===== src/rtl/stream_demux_if.sv =====
// Purpose: handshake/bus bundle between a single stream source and a stream_demux's output channels.
// Latency: none (wires only).
// Backpressure: carries in_ready upstream and per-channel out_ready from the consumers.
// Ports: in_valid/in_ready/in_data/in_sel (source side), out_valid/out_ready/out_data (consumer side).
// Modports: master = source + consumers (testbench/parent view), slave = the demux itself.
interface stream_demux_if #(
  parameter int WIDTH    = 8,
  parameter int CHANNELS = 4
);
  localparam int SEL_W = $clog2(CHANNELS);

  logic                      in_valid;
  logic                      in_ready;
  logic [WIDTH-1:0]          in_data;
  logic [SEL_W-1:0]          in_sel;
  logic [CHANNELS-1:0]       out_valid;
  logic [CHANNELS-1:0]       out_ready;
  logic [CHANNELS*WIDTH-1:0] out_data;

  modport master (
    output in_valid,
    output in_data,
    output in_sel,
    output out_ready,
    input  in_ready,
    input  out_valid,
    input  out_data
  );

  modport slave (
    input  in_valid,
    input  in_data,
    input  in_sel,
    input  out_ready,
    output in_ready,
    output out_valid,
    output out_data
  );
endinterface


===== src/rtl/stream_demux.sv =====
// Purpose: registered 1-to-N stream demux; one holding register per output channel, out-of-range selects are discarded.
// Latency: one cycle from input acceptance to out_valid/out_data; a held beat can be popped on the following edge.
// Backpressure: in_ready is the selected channel's (empty | out_ready); a stalled full channel blocks the input (head-of-line).
// Ports: clk, rst_n (async assert, active-low), bus (stream_demux_if.slave),
//        drop_count (16-bit saturating discard counter, only when STREAM_DEMUX_DROP_CNT_EN is defined).
// Option macro: STREAM_DEMUX_DROP_CNT_EN.
module stream_demux #(
  parameter int WIDTH    = 8,
  parameter int CHANNELS = 4
) (
  input  logic                clk,
  input  logic                rst_n,
  stream_demux_if.slave       bus
`ifdef STREAM_DEMUX_DROP_CNT_EN
  ,
  output logic [15:0]         drop_count
`endif
);

  localparam int SEL_W = $clog2(CHANNELS);

  // Per-channel holding register.
  logic [CHANNELS-1:0]            v;
  logic [CHANNELS-1:0][WIDTH-1:0] d;

  // One-hot decode of in_sel; all-zero means an out-of-range select.
  logic [CHANNELS-1:0] sel_hit;
  logic [CHANNELS-1:0] load;
  logic                sel_free;

  always_comb begin
    sel_hit  = '0;
    // An illegal select finds no channel and leaves sel_free at 1, so it is always accepted.
    sel_free = 1'b1;
    for (int c = 0; c < CHANNELS; c++) begin
      if (bus.in_sel == SEL_W'(c)) begin
        sel_hit[c] = 1'b1;
        sel_free   = ~v[c] | bus.out_ready[c];
      end
    end
  end

  assign bus.in_ready = sel_free;
  assign load         = sel_hit & {CHANNELS{bus.in_valid & sel_free}};

  always_ff @(posedge clk or negedge rst_n) begin
    if (!rst_n) begin
      v <= '0;
      d <= '0;
    end else begin
      for (int c = 0; c < CHANNELS; c++) begin
        if (load[c]) begin
          // Covers the same-cycle pop+load case too: valid stays set, no bubble.
          v[c] <= 1'b1;
          d[c] <= bus.in_data;
        end else if (bus.out_ready[c]) begin
          // Data is left in place after a pop; only the valid bit drops.
          v[c] <= 1'b0;
        end
      end
    end
  end

  assign bus.out_valid = v;
  assign bus.out_data  = d;

`ifdef STREAM_DEMUX_DROP_CNT_EN
  logic drop_xfer;

  // in_ready is 1 for illegal selects, so in_valid alone completes the transfer.
  assign drop_xfer = bus.in_valid & ~|sel_hit;

  always_ff @(posedge clk or negedge rst_n) begin
    if (!rst_n) begin
      drop_count <= '0;
    end else if (drop_xfer && (drop_count != 16'hFFFF)) begin
      drop_count <= drop_count + 16'd1;
    end
  end
`endif

endmodule


===== src/flat_wrapper.sv =====
// flat-port wrapper written by rule: the top's interface ports become plain ports
module stream_demux_flat 
#(
  parameter int WIDTH    = 8,
  parameter int CHANNELS = 4
)
  (clk, rst_n, bus_in_valid, bus_in_data, bus_in_sel, bus_out_ready, bus_in_ready, bus_out_valid, bus_out_data);
  stream_demux_if #(.WIDTH(WIDTH), .CHANNELS(CHANNELS)) bus_i ();
  input  logic clk;
  input  logic rst_n;
  input wire logic [$bits(bus_i.in_valid)-1:0] bus_in_valid;
  input wire logic [$bits(bus_i.in_data)-1:0] bus_in_data;
  input wire logic [$bits(bus_i.in_sel)-1:0] bus_in_sel;
  input wire logic [$bits(bus_i.out_ready)-1:0] bus_out_ready;
  output wire logic [$bits(bus_i.in_ready)-1:0] bus_in_ready;
  output wire logic [$bits(bus_i.out_valid)-1:0] bus_out_valid;
  output wire logic [$bits(bus_i.out_data)-1:0] bus_out_data;
  assign bus_i.in_valid = bus_in_valid;
  assign bus_i.in_data = bus_in_data;
  assign bus_i.in_sel = bus_in_sel;
  assign bus_i.out_ready = bus_out_ready;
  assign bus_in_ready = bus_i.in_ready;
  assign bus_out_valid = bus_i.out_valid;
  assign bus_out_data = bus_i.out_data;
  stream_demux #(.WIDTH(WIDTH), .CHANNELS(CHANNELS)) u_core (.clk(clk), .rst_n(rst_n), .bus(bus_i));
endmodule

===== config.mk =====
export PLATFORM = sky130hd
export DESIGN_NAME = stream_demux_flat
export DESIGN_NICKNAME = d
export VERILOG_FILES = /design/src/rtl/stream_demux_if.sv /design/src/rtl/stream_demux.sv /design/src/flat_wrapper.sv
export SDC_FILE = /design/constraint.sdc
export NUM_CORES = 1
export LEC_CHECK = 0
export ABC_AREA = 0
export CAP_MARGIN = 20
export CORE_MARGIN = 1
export CORE_UTILIZATION = 40
export CTS_BUF_LIST = sky130_fd_sc_hd__clkbuf_4
export CTS_CLUSTER_DIAMETER = 50
export DETAILED_ROUTE_END_ITERATION = 16
export GPL_ROUTABILITY_DRIVEN = 0
export PLACE_DENSITY = 0.75
export RECOVER_POWER = 100
export SLEW_MARGIN = 5
export SYNTH_ARGS = -nofsm -noshare
export SYNTH_HDL_FRONTEND = slang
export SYNTH_SLANG_ARGS = --single-unit

===== constraint.sdc =====
create_clock -name clk -period 2.26 [get_ports clk]
set_input_delay 0.452 -clock clk [delete_from_list [all_inputs] [get_ports clk]]
set_output_delay 0.452 -clock clk [all_outputs]
set_load 0.02 [all_outputs]

==> metrics, run 1 <==
outcome=finished, final reports clean; Crit path depth=4; DR vias/cell=4.75; Worst Tran Pin Value=855 ps; post-route design area=2080 um^2; synthesized cell area=1420 um^2; final setup fails=0; Syn Inst Count=88; DRT Pass-1 Iters=4; worst path bufs/invs=2; clk buf depth=2; Crit Path Class=input pin to primary output; GRT overflow=0; Place WS=-290 ps; gr usage total=17.3%; ANT cells=0; HP Start=u_core.bus.out_data[25]; die width=61.6 um; Hold/Removal Path Class=flop to flop; R2R depth=5; Synth Register Bits=36; Critical Path AT=1710 ps; Power Dens Cells=828 nW/um^2; Residual DRC=0; leading area contributor after synthesis=dfrtp_1; R2R Setup Slk=600 ps; RSZ-0062 raised after global routing=false; Hold Fails Final Rpt=0; Core ar.=3360 um^2; setup ws final=103 ps; beginning of the critical path=bus_out_ready[2]; Synth Flop Type=dfrtp_1; Die Y=61.6 um; antenna violations before repair=0; Total Wirelength=3.03 mm; layout cell share with drive strength beyond 1=29.1%; total CTS buffers=5; CP max FO=2; count leader, synth=dfrtp_1; largest cells by area after synthesis=dfrtp_1, mux2_2, mux4_1, nand2b_1, nor3b_4; max-slew violation count=0; CP Cell Sequence=clkdlybuf4s50_1 -> nand2b_1 -> mux4_1 -> clkbuf_2; Sink Count=36; MaxCap Viol Count=0; CTS root buf=clkbuf_4; vias in the first global route=975; initial core utilization=42.2%; CTS tree=yes; total power=1.72 mW; routed len/inst=14.9 um; Syn Nets=105; area growth from synthesis to layout=46.3%; Ys Warns=0; Tmin final=2160 ps; num rows=21; post-route ant nets=0; first-pass GRT wire length=4.51 mm; initial DRC count=14; RR Startpoint=u_core.bus.out_valid[2]; DP HPWL=2.28 mm; Final period util=95.5%; nature of the critical path endpoint=primary output; Post-synth EDFFs=0; Worst-Skew Late Latency=320 ps; RR Endpoint=u_core.bus.out_data[17]; largest net degree at the start of global routing=37; die area=3790 um^2; Ports=54; post-synth top area share=63.4%; # nets final=174; Top Family by Delay on Critical Path=buffers and inverters; total number of vias=969; worst clock skew=6.85 ps; async set or reset register ratio after synthesis=100%; Mapped Avg Cell Area=16.1 um^2; f_max=464 MHz; post-synthesis sequential area ratio=63.4%; Worst IR Drop VDD=0.597 mV; total leakage power=0.901 nW; port bufs=53; crit-path max cell delay=510 ps; Critical Path RT=1810 ps; hold-fix buffers at CTS=0; CP max-delay cell=mux4_1; Netlist cell types=15; Critical Path Start Type=input pin; Worst slew margin=43.0%; clk slew on worst S/H paths=90 ps; aggregate negative setup slack=0 ps; # H-tree levels=2; Cell Area, Placed=2080 um^2; crit path capture=bus_in_ready; synth cell count leaders=dfrtp_1, mux2_2, nand2b_1
[cell families after synthesis]
family	count (synthesis)	share of synthesized area, %
buffers and inverters	3	1.32
muxes	33	27.2
AOI/OAI and AO/OA	2	0.881
and+or+nand+nor	14	7.14
DFF	36	63.4
[sequential cells by signal, indices dropped and copies added (netlist names)]
signal and flops:
u_core.bus.out_data 32, u_core.bus.out_valid 4
[metrics by stage]
| stage | cells | utilization (%) | hold slack [ps] |
|---|---|---|---|
| after global placement | 196 | 61.7 | 489 |
| after global routing | 204 | 61.8 | 530 |
| after detailed placement | 196 | 61.7 | 495 |
| final | 204 | 61.8 | 505 |
| after CTS | 204 | 63.1 | 518 |
| after floorplan | 88 | - | 156 |
[routing by layer]
metal	track usage (%)	wire (um)	vias to the layer above
met5	0	0	-
met4	7.94	21	0
met3	6.93	200	2
met2	28.3	1560	31
met1	20.1	1250	480
li1	-	-	456
[worst min path at each step]
stage / end / slack [ps] / depth (start not counted)
2_1_floorplan: u_core.bus.out_data[0] / 160 / 0
3_3_place_gp: u_core.bus.out_data[26] / 490 / 1
3_5_place_dp: u_core.bus.out_data[8] / 490 / 1
4_1_cts: u_core.bus.out_data[25] / 520 / 1
5_1_grt: u_core.bus.out_data[7] / 530 / 1
6_report: u_core.bus.out_data[25] / 510 / 1
[timing repair]
item	CTS	global route
resized for setup	4	0
setup buffers	0	0
endpoints found under the setup margin	1	0
[worst register-to-register path: cells and delay by family (launching register included)]
family | cells | cell delay (ps)
muxes | 1 | 370
buffers and inverters | 2 | 430
DFF | 1 | 400
and+or+nand+nor | 2 | 350
[report_power, final]
part | internal [mW] | leakage, nW | switching, mW
logic | 0.294 | 0.437 | 0.284
clock network | 0.114 | 0.0324 | 0.197
registers | 0.769 | 0.431 | 0.0621
[cell usage in the layout (no fill, tap or decap), drive strengths merged]
cell | Yosys | layout
mux2 | 32 | 32
clkinv | 0 | 3
clkbuf | 0 | 14
o21ai | 1 | 1
nand2 | 4 | 4
dfrtp | 36 | 36
a21o | 1 | 1
nand2b | 4 | 4
nand3 | 1 | 1
inv | 1 | 1
nor3b | 2 | 2
dlygate4sd3 | 0 | 37
buf | 2 | 3
nor2b | 2 | 2
clkdlybuf4s50 | 0 | 15
mux4 | 1 | 1
nand3b | 1 | 1
[area by class of cell]
type,instances,area (um^2)
fillers,307,1280
flip-flops and latches,36,901
repair buffers,64,583
multi-input cells,49,482
well taps,46,57.6
clock buffers,5,37.5
clock inverters,3,13.8
inverters,1,3.75
Note: power is estimated with default switching activity, not from simulation.
==> run 2, diff against run 1 <==
SLEW_MARGIN = 20   (was 5)
==> results of run 2 <==
Same layout as run 1: the final DEF is identical, and so are final timing and power.
==> run 3, diff against run 2 <==
DONT_BUFFER_PORTS = 1   (was default)
GPL_ROUTABILITY_DRIVEN = 1   (was 0)
PLACE_DENSITY = 0.55   (was 0.75)
==> metrics, run 3 (synthesis results as in run 1) <==
outcome=finished, final reports clean; CP max-delay cell=mux4_1; Post-Layout Cell Count=145; HP Start=bus_in_sel[0]; Worst Hold Depth=1; Logic pwr share=10.6%; commonest non-fill, non-tap cells in the layout=dfrtp_1, mux2_2, clkbuf_4, nand2b_1; DRT Pass-1 Iters=2; Fillers=322; die width=61.6 um; beginning of the critical path=u_core.bus.out_valid[1]; Worst-Skew Late Latency=330 ps; Critical Path Start Type=flop; setup ws final=252 ps; Worst Tran Pin Value=838 ps; vias in the first global route=765; post-placement cell count=135; max reg flops=32; Sink Count=36; f_max=498 MHz; worst path bufs/invs=0; layout cell share with drive strength beyond 1=43.4%; total leakage power=0.655 nW; CTS tree=yes; nature of the critical path endpoint=primary output; Critical Path AT=1560 ps; R2R Setup Slk=460 ps; aggregate negative setup slack=0 ps; final setup fails=0; Residual DRC=0; Worst IR Drop VDD=0.424 mV; DR vias/cell=5.24; CP max FO=3; # nets final=115; sequential share of power=67.4%; RR Startpoint=u_core.bus.out_valid[2]; die area=3790 um^2; first-pass GRT wire length=3.62 mm; commonest non-fill, non-tap cell in the layout=dfrtp_1; clk buf depth=2; clk slew on worst S/H paths=100 ps; initial core utilization=42.2%; port bufs=0; worst hold endpoint=u_core.bus.out_valid[2]; Final period util=88.8%; GRT overflow=0; area growth from synthesis to layout=8.19%; antenna violations before repair=0; NetSw=496 uW; Core ar.=3360 um^2; total CTS buffers=5; Crit Path Class=flop to primary output; ANT cells=0; Worst slew margin=44.1%; RSZ-0062 raised after global routing=false; total number of vias=760; Critical Path RT=1810 ps; Hold Fails Final Rpt=0; Clock power frac=21.9%; CP Cell Sequence=nand2b_1 -> mux4_1; Int Power=1.00 mW; post-route ant nets=0; Top Family by Delay on Critical Path=multiplexers; gr usage total=14.2%; # H-tree levels=2; MaxCap Viol Count=0; met2 usage in global routing=21.7%; num rows=21; switching share of power=33.1%; Place WS=565 ps; M1 GR Usage=17.8%; grt peak-use layer=met2; CTS root buf=clkbuf_4; largest net degree at the start of global routing=37; Tmin final=2010 ps; initial DRC count=23; Power Dens Cells=975 nW/um^2; Total Wirelength=2.45 mm; crit-path max cell delay=640 ps; R2R depth=3; RD Place Congestion=0.736; worst clock skew=11.1 ps; Die Y=61.6 um; RR Endpoint=u_core.bus.out_data[18]; max-slew violation count=0; DP HPWL=1.74 mm; met3 usage=4.41%; Ports=54; Hold/Removal Path Class=input pin to flop; routed len/inst=16.9 um
==> run 3: area by class of cell <==
type,count,area [um^2],area share [%]
flip-flops and latches,36,901,58.6
multi-input cells,49,492,32.0
well taps,46,57.6,3.75
clock buffers,6,45.0,2.93
repair buffers,5,26.3,1.71
clock inverters,2,11.3,0.733
inverters,1,3.75,0.244
==> run 3: power groups by stage <==
stage | clock network (mW) | registers, mW | logic, mW
2_1_floorplan | 0 | 1.00 | 0.135
3_3_place_gp | 0 | 1.03 | 0.146
3_5_place_dp | 0 | 1.03 | 0.153
4_1_cts | 0.352 | 1.01 | 0.171
5_1_grt | 0.378 | 1.03 | 0.179
6_report | 0.328 | 1.01 | 0.159
==> run 3: worst register-to-register path, stage by stage (launching register included) <==
cell	delay, ps
dfrtp_1	470
nand2b_1	130
nor3b_2	690
mux2_2	410
==> run 3: worst max-delay path by stage <==
| stage | end | slack [ps] | depth (start not counted) |
|---|---|---|---|
| final | bus_in_ready | 250 | 2 |
| after global routing | bus_in_ready | 180 | 2 |
| after CTS | bus_in_ready | 220 | 2 |
| after detailed placement | bus_in_ready | 570 | 2 |
| after global placement | bus_in_ready | 570 | 2 |
| after floorplan | bus_in_ready | 600 | 2 |
==> run 3: metal layers <==
metal / wire length, um / part of all wire (%) / up-vias
met5: 0 / 0 / -
met1: 1030 / 42 / 395
met3: 167 / 6.8 / 4
li1: - / - / 332
met4: 33 / 1.3 / 0
met2: 1220 / 50 / 29
==> run 3: through the flow <==
stage / utilization (%) / hold WS, ps / cell area, um^2 / power, mW
3_3_place_gp: 44.2 / 157 / 1490 / 1.17
6_report: 45.7 / 242 / 1540 / 1.50
3_5_place_dp: 44.2 / 158 / 1490 / 1.18
2_1_floorplan: - / 156 / 1420 / 1.14
5_1_grt: 45.7 / 211 / 1540 / 1.59
4_1_cts: 46.7 / 224 / 1570 / 1.54
==> run 3: what timing repair did <==
| action | in CTS | in global routing |
|---|---|---|
| endpoints found under the hold margin | 36 | 0 |
| gates resized for setup | 0 | 0 |
| setup buffers | 0 | 0 |
| hold buffers | 2 | 0 |
